<file path="src/rtl/dir_link_tx_if.sv">
// Byte-wide valid/ready channel from the direction-link framer to the UART transmitter.
interface dir_link_tx_if;
  logic [7:0] tx_data;
  logic       tx_valid;
  logic       tx_ready;

  modport master (output tx_data, output tx_valid, input tx_ready);
  modport slave  (input tx_data, input tx_valid, output tx_ready);
endinterface

</file>
<file path="src/rtl/dir_link_tx.sv">
// Direction-link transmitter: on each game tick, snapshots the local direction and
// eaten flag, then sends a 3-byte frame (sync, payload, inverted payload) to the UART.

// state   | meaning
// IDLE    | waiting for an enabled game tick
// SYNC    | presenting SYNC_BYTE
// PAYLOAD | presenting {2'b10, seq, eaten, dir}
// CHECK   | presenting the inverted payload; seq advances when it is accepted
module dir_link_tx #(
  parameter int         DIR_W     = 3,
  parameter logic [7:0] SYNC_BYTE = 8'hA5
) (
  input  logic             clk,
  input  logic             rst,
  input  logic             clk_div,
  input  logic             en,
  input  logic [DIR_W-1:0] dir,
  input  logic             eaten,
  dir_link_tx_if.master    tx,
  output logic             busy,
  output logic             overrun,
  output logic [1:0]       seq
);

  typedef enum logic [1:0] {IDLE, SYNC, PAYLOAD, CHECK} state_t;

  state_t     state, state_nxt;
  logic       s1, s2, s3;
  logic       tick, start, accept;
  logic [2:0] dir_l;
  logic       eaten_l;
  logic [7:0] payload;

  // clk_div is unrelated in phase to clk, so it is resynchronised before edge detection
  always_ff @(posedge clk) begin
    if (rst) begin
      s1 <= 1'b0;
      s2 <= 1'b0;
      s3 <= 1'b0;
    end else begin
      s1 <= clk_div;
      s2 <= s1;
      s3 <= s2;
    end
  end

  assign tick    = s2 & ~s3;
  assign busy    = (state != IDLE);
  assign start   = tick & en & ~busy;
  assign accept  = tx.tx_valid & tx.tx_ready;
  assign payload = {2'b10, seq, eaten_l, dir_l};

  always_ff @(posedge clk) begin
    if (rst) state <= IDLE;
    else     state <= state_nxt;
  end

  always_ff @(posedge clk) begin
    if (rst) begin
      dir_l   <= 3'd0;
      eaten_l <= 1'b0;
      seq     <= 2'd0;
      overrun <= 1'b0;
    end else begin
      if (start) begin
        dir_l   <= dir[2:0];
        eaten_l <= eaten;
      end
      // a tick during a frame is dropped, including the cycle CHECK is accepted
      if (tick & en & busy) overrun <= 1'b1;
      if ((state == CHECK) && accept) seq <= seq + 2'd1;
    end
  end

  // Outputs decode only the state register and latched payload, never tx_ready
  always_comb begin
    state_nxt   = state;
    tx.tx_valid = 1'b0;
    tx.tx_data  = 8'h00;
    case (state)
      IDLE: begin
        if (start) state_nxt = SYNC;
      end
      SYNC: begin
        tx.tx_valid = 1'b1;
        tx.tx_data  = SYNC_BYTE;
        if (accept) state_nxt = PAYLOAD;
      end
      PAYLOAD: begin
        tx.tx_valid = 1'b1;
        tx.tx_data  = payload;
        if (accept) state_nxt = CHECK;
      end
      CHECK: begin
        tx.tx_valid = 1'b1;
        tx.tx_data  = ~payload;
        if (accept) state_nxt = IDLE;
      end
      default: state_nxt = IDLE;
    endcase
  end

endmodule

</file>
<file path="src/flat_wrapper.sv">
// flat-port wrapper written by rule: the top's interface ports become plain ports
module dir_link_tx_flat 
#(
  parameter int         DIR_W     = 3,
  parameter logic [7:0] SYNC_BYTE = 8'hA5
)
  (clk, rst, clk_div, en, dir, eaten, busy, overrun, seq, tx_tx_data, tx_tx_valid, tx_tx_ready);
  dir_link_tx_if tx_i ();
  input  logic clk;
  input  logic rst;
  input  logic clk_div;
  input  logic en;
  input  logic [DIR_W-1:0] dir;
  input  logic eaten;
  output logic busy;
  output logic overrun;
  output logic [1:0] seq;
  output wire logic [$bits(tx_i.tx_data)-1:0] tx_tx_data;
  output wire logic [$bits(tx_i.tx_valid)-1:0] tx_tx_valid;
  input wire logic [$bits(tx_i.tx_ready)-1:0] tx_tx_ready;
  assign tx_tx_data = tx_i.tx_data;
  assign tx_tx_valid = tx_i.tx_valid;
  assign tx_i.tx_ready = tx_tx_ready;
  dir_link_tx #(.DIR_W(DIR_W), .SYNC_BYTE(SYNC_BYTE)) u_core (.clk(clk), .rst(rst), .clk_div(clk_div), .en(en), .dir(dir), .eaten(eaten), .tx(tx_i), .busy(busy), .overrun(overrun), .seq(seq));
endmodule
</file>
<file path="config.mk">
export PLATFORM = sky130hd
export DESIGN_NAME = dir_link_tx_flat
export DESIGN_NICKNAME = d
export VERILOG_FILES = /design/src/rtl/dir_link_tx_if.sv /design/src/rtl/dir_link_tx.sv /design/src/flat_wrapper.sv
export SDC_FILE = /design/constraint.sdc
export NUM_CORES = 1
export LEC_CHECK = 0
export ABC_AREA = 1
export BUFFER_PORTS_ARGS = -buffer_cell sky130_fd_sc_hd__buf_2
export CAP_MARGIN = 10
export CELL_PAD_IN_SITES_DETAIL_PLACEMENT = 1
export CELL_PAD_IN_SITES_GLOBAL_PLACEMENT = 1
export CORE_UTILIZATION = 32
export DETAILED_ROUTE_END_ITERATION = 7
export GPL_TIMING_DRIVEN = 0
export PLACE_DENSITY_LB_ADDON = 0.1
export SETUP_SLACK_MARGIN = 0.15
export SLEW_MARGIN = 0
export SYNTH_ARGS = -nofsm -noshare
export SYNTH_HDL_FRONTEND = slang
export SYNTH_SLANG_ARGS = --single-unit
</file>
<file path="constraint.sdc">
create_clock -name clk -period 1.5 [get_ports clk]
set_input_delay 0.3 -clock clk [delete_from_list [all_inputs] [get_ports clk]]
set_output_delay 0.3 -clock clk [all_outputs]
set_load 0.02 [all_outputs]
</file>
; ---- After elaboration in Yosys (flattened, before gate mapping)
; Cells that the tools add are included.
[word_totals]
ff_bits = 12
elab_cells = 36
[classes]
n_addsub = 1
n_eq_ne = 7
muxes = 7
n_bitwise = 8
n_reduce_logical = 5
[ops]
columns = operator, count
row1 = 8-bit case mux with 3 select lines, 1
row2 = 2-bit 2-to-1 mux, 4
row3 = "2-bit by 1-bit inequality test with 1-bit output, second input constant", 4
row4 = 8-bit inverter, 1
row5 = 2-bit case mux with 4 select lines, 1
row6 = 1-bit bitwise AND, 5
row7 = "2-bit == test, second input constant", 2
row8 = 4-bit AND reduction, 1
row9 = 3-bit OR reduction, 1
row10 = "2-bit by 1-bit adder with 2-bit output, second input constant", 1
row11 = "2-bit by 1-bit == test with 1-bit output, second input constant", 1
row12 = 2-bit zero test, 1
row13 = 1-bit inverter, 2
row14 = 2-bit nonzero test, 1
row15 = 1-bit logical AND, 1
row16 = 1-bit 2-to-1 mux, 1

; ---- Logic depth before layout (Yosys ltp)
[logic_depth]
ltp_word = 6
mapped_depth = 8

; ---- Worst setup path after synthesis
; Ideal clock, no wire load.
[synth_timing]
kind = register to output
startpoint = reg u_core.state[0]
endpoint = out tx_tx_data[5]
t_arrival_ns = 1.238
required_ns = 1.200
path_slack_ns = -0.038
path_stages_with_launch = 5
cell_sequence = dfxtp_1 inv_1 ha_1 nor2_1 o21ai_0
[synth_via]
elab_chain_len = 2
word_cells_on_any_way = 4
cone_classes = 3 x eq/ne / 1 x mux
[synth_rtl]
columns = element, line_no
row1 = from (decl), dir_link_tx.sv:27  ; state_t state, state_nxt;
row2 = from (signal assigned), dir_link_tx.sv:55  ; else state <= state_nxt;
row3 = 2-bit == test / 2-bit by 1-bit == test with 1-bit output (equally long branches), dir_link_tx.sv:80  ; case (state)
row4 = 8-bit case mux with 3 select lines (*), dir_link_tx.sv:80
row5 = to (decl), flat_wrapper.sv:18  ; output wire logic [$bits(tx_i.tx_data)-1:0] tx_tx_data;
; Mark *: on every way between the ends. The rest lies on a longest branch, timed or not.

; ---- Worst setup path in the final report
[layout_timing]
startpoint = reg u_core.state[0]
endpoint = out tx_tx_data[2]
; Same word-level chain as after synthesis.

==> results summary <==
The run finished, with violations left. The final reports fail on setup timing. The final critical path time including I/O delays and setup is 1.74 ns.

The critical path ends at tx_tx_data[2]. The clock network latency to the later pin of the worst-skew pair came out at 0.28 ns. The leakage power figure is 0.531 nW.

The number of global-route vias before repair came out at roughly 790. The startpoint kind of the worst setup timing path is a register. The class of the tightest hold or removal check is in2reg. The total grt overflow came out at 0. On the worst path, the slowest cell contributes a delay of roughly 0.4 ns.

The number of cells on the worst reg-to-reg path is 10. Clock tree synthesis inserted a total of 3 buffers. After synthesis, the cell types taking the most area are sky130_fd_sc_hd__dfxtp_1 (37%), sky130_fd_sc_hd__ha_1 (12%), sky130_fd_sc_hd__nand2_1 (11%). In this run the tightest slew margin relative to its limit is 0.814.

The floorplan has 15 rows. Of the synthesized area, sequential elements account for 0.374. The largest fanout of any net on the critical path came out at 5. Synthesis handed over a netlist of 92 instances. The total number of vias is 797. The buffer type at the clock tree root is sky130_fd_sc_hd__clkbuf_4. The clock sink count is 12. The vertical extent of the die came out at 46.8 µm. The data required time of the critical path is approximately 1.2 ns. Relative to the synthesized area, the layout overhead comes to 72.0%. The last weighted congestion value of the routability-driven placer is 0.756.

The post-route fraction of the period consumed by the critical path is 1.16. The first global-routing pass estimated roughly 3800 µm of wire. Power spread over the standard cell area amounts to 2060 nW/µm². The number of synthesized flops with an enable pin is 0. The share of final-layout standard cells stronger than drive strength 1 came out at 0.489.

The first TritonRoute pass finished after 4 iterations. The final clock skew came out at 0.00441 ns. The post-cts hold buffer count is 0. The starting utilization of the core area is 0.357. The count of endpoints failing hold in the final timing report was 0.

The net count of the finished layout is 149. Of all cell types, the one taking the most synthesized area is sky130_fd_sc_hd__dfxtp_1. The synthesized area per cell is approximately 7 µm². The largest vdd supply drop is 0.00122 V. The area of the die is 2190 µm². The worst-case clock buffer depth came out at 2.

The final number of max-transition violations came out at 0. The synthesis-stage register bit count is 12. The critical path data arrival time is 1.44 ns. After clock tree synthesis, the clock-pin slew on the worst setup and hold paths is 0.08 ns.

The number of I/O pins is 22. The first-iteration detailed-routing DRC count is 16. The initial antenna violation count was 0. Setup repair after global routing could not meet its margin everywhere. TritonCTS built the clock tree. After layout, the design draws a total of between 2 and 2.5 mW. The number of distinct standard cells referenced by the synthesized netlist is 11. For this run, the leading register cell type out of synthesis is sky130_fd_sc_hd__dfxtp_1.

The synthesis warning total came out at 0. The area share of the largest cell type after synthesis is 0.374. After legalization and detailed placement, the total HPWL measured 1280 µm.

The launch instance of the worst min-delay path is clk_div. The count of cells along the worst hold path is 3. After detailed routing, the number of vias per cell comes to 5.04.

The library cell with the highest instance count after synthesis is sky130_fd_sc_hd__nand2_1. The share of synthesized registers carrying an async set or reset is 0. The mapped cell area came out at 643 µm². In this design, the largest share of critical-path delay is due to flip-flops. The setup slack after layout came out at -0.236 ns. The cell count after placement is 137.

The number of buffer and inverter stages on the critical path came out at 3. The final cell count without fillers is 158. The commonest cells after synthesis are sky130_fd_sc_hd__nand2_1 (18), sky130_fd_sc_hd__inv_1 (14), sky130_fd_sc_hd__dfxtp_1 (12), sky130_fd_sc_hd__a21oi_1 (11). The all-layer global routing usage is 0.273. Setup violations remaining at the end of the flow were counted as 12. The setup slack on the worst flop-to-flop path is -0.11 ns. The floorplan core area came out at 1800 µm². The pin count of the biggest net entering global routing came out at 10. STA classifies the critical path endpoint as an output port.

Static timing analysis puts the maximum clock frequency at ~580 MHz. The kind of critical path is reg2out. The final routed DRC violation total came out at 0.

Counting buffers and inverters, the worst setup path is 7 cells deep. When the netlist entered floorplanning its net count stood at ~110. The worst register-to-register path ends at u_core.state[0]$_SDFFE_PP0P_.

The fill cell instance count of the final layout came out at approximately 230. Traced cell by cell, the critical path runs through inv_6 -> ha_4 -> inv_4 -> a21oi_2 -> o21ai_1 -> nand2_1 -> buf_6. In this run the worst setup path begins at u_core.state[0]$_SDFFE_PP0P_. The launching point of the worst reg2reg path is u_core.state[1]$_SDFFE_PP0P_. The number of diodes added for antenna fixing is 0. The final antenna-violating net count is 0. The wire length per cell after detailed routing came out at 18.1 µm. The number of violations of the max-capacitance limit is 0. In this run the number of H-tree levels came out at 1.

The highest-delay cell along the critical path is sky130_fd_sc_hd__dfxtp_4. The worst slack at placement came out at -0.0520 ns. The quantity of I/O buffers inserted on ports is 20.

After detailed routing, the total wire length is 2860 µm. The chip width is 46.8 µm. The slew at the pin closest to its max-slew limit is about 0.28 ns.
area by class of cell:
type                            count  area (µm²)  area share
Multi-Input combinational cell     62         400       0.362
Timing Repair Buffer               37         287       0.259
Sequential cell                    12         248       0.224
Inverter                           15        73.8      0.0667
Clock buffer                        4        36.3      0.0328
Tap cell                           25        31.3      0.0283
Buffer                              3        30.0      0.0271
cells in the final DEF, fill, tap and decap left out:
cell type	count
sky130_fd_sc_hd__buf_4	19
sky130_fd_sc_hd__nand2_1	15
sky130_fd_sc_hd__inv_1	11
sky130_fd_sc_hd__buf_6	11
sky130_fd_sc_hd__buf_2	10
sky130_fd_sc_hd__dfxtp_1	10
sky130_fd_sc_hd__nor2_1	8
sky130_fd_sc_hd__nand3_1	7
sky130_fd_sc_hd__a21oi_1	7
sky130_fd_sc_hd__o21ai_1	6
sky130_fd_sc_hd__nand2_2	5
sky130_fd_sc_hd__a21oi_2	3
sky130_fd_sc_hd__ha_4	3
sky130_fd_sc_hd__clkbuf_4	3
sky130_fd_sc_hd__inv_4	2
sky130_fd_sc_hd__o21ai_0	2
sky130_fd_sc_hd__ha_1	2
sky130_fd_sc_hd__dfxtp_4	2
sky130_fd_sc_hd__inv_8	1
sky130_fd_sc_hd__inv_6	1
sky130_fd_sc_hd__o21ai_2	1
sky130_fd_sc_hd__a21oi_4	1
sky130_fd_sc_hd__nor2_2	1
sky130_fd_sc_hd__ha_2	1
sky130_fd_sc_hd__clkbuf_8	1
what timing repair did:
action / in CTS / in global routing
setup endpoints to repair: 12 / 14
pin swaps: 7 / 2
cloned: 0 / 0
buffers inserted: 14 / 3
gates resized for setup: 43 / 13
worst min-delay path by stage:
stage	end
floorplan	u_core.s2$_SDFF_PP0_
global placement	u_core.s2$_SDFF_PP0_
detailed placement	u_core.s2$_SDFF_PP0_
CTS	u_core.s1$_SDFF_PP0_
global route	u_core.s1$_SDFF_PP0_
finish	u_core.s1$_SDFF_PP0_
sequential cells by signal, summed over array words and instances (netlist names):
name,flops
u_core.state,2
u_core.overrun,1
u_core.seq,2
u_core.s2,1
u_core.s3,1
u_core.dir_l,3
u_core.s1,1
u_core.eaten_l,1
layer usage:
metal  track usage  vias up  routed length [µm]
li1              -      370                   -
met4         0.200        0                 169
met5             0        -                   0
met2         0.514       30                1510
met3        0.0615       19                 126
met1         0.253      378                1060
worst reg2reg max path, stage by stage (launching register included):
cell and delay [ns]:
sky130_fd_sc_hd__dfxtp_4 0.41, sky130_fd_sc_hd__buf_4 0.16, sky130_fd_sc_hd__inv_8 0.05, sky130_fd_sc_hd__buf_4 0.13, sky130_fd_sc_hd__ha_1 0.18, sky130_fd_sc_hd__nor2_1 0.13
sky130_fd_sc_hd__nand2_1 0.12, sky130_fd_sc_hd__nand2_2 0.12, sky130_fd_sc_hd__nand3_1 0.11, sky130_fd_sc_hd__nand2_1 0.09, sky130_fd_sc_hd__nor2_1 0.04
cells by family (layout without fill, tap and decap cells):
| logic type | count (synthesis) | count (layout) | synth area share |
|---|---|---|---|
| buffers and inverters | 18 | 59 | 0.123 |
| adder cells (fa/ha/maj) | 6 | 6 | 0.117 |
| flip-flops | 12 | 12 | 0.374 |
| AO/OA/AOI/OAI | 20 | 20 | 0.156 |
| AND/OR/NAND/NOR | 36 | 36 | 0.231 |
power breakdown:
group          internal [mW]  switching (mW)  total (mW)  leakage (nW)
clock network          0.148           0.121       0.268        0.0210
registers              0.365          0.0669       0.432        0.0990
logic                  0.786           0.791        1.58         0.411
metrics by stage:
stage	instance area, µm²	hold slack [ns]	TNS [ns]	util
6_report	1110	0.221	-1.41	0.614
5_1_grt	1110	0.241	-1.99	0.614
4_1_cts	1040	0.224	-0.565	0.579
3_5_place_dp	779	0.407	-0.148	0.433
3_3_place_gp	779	0.391	-0.0417	0.433
2_1_floorplan	648	0.388	0	-
No activity file was read; power rests on OpenSTA's default activity.
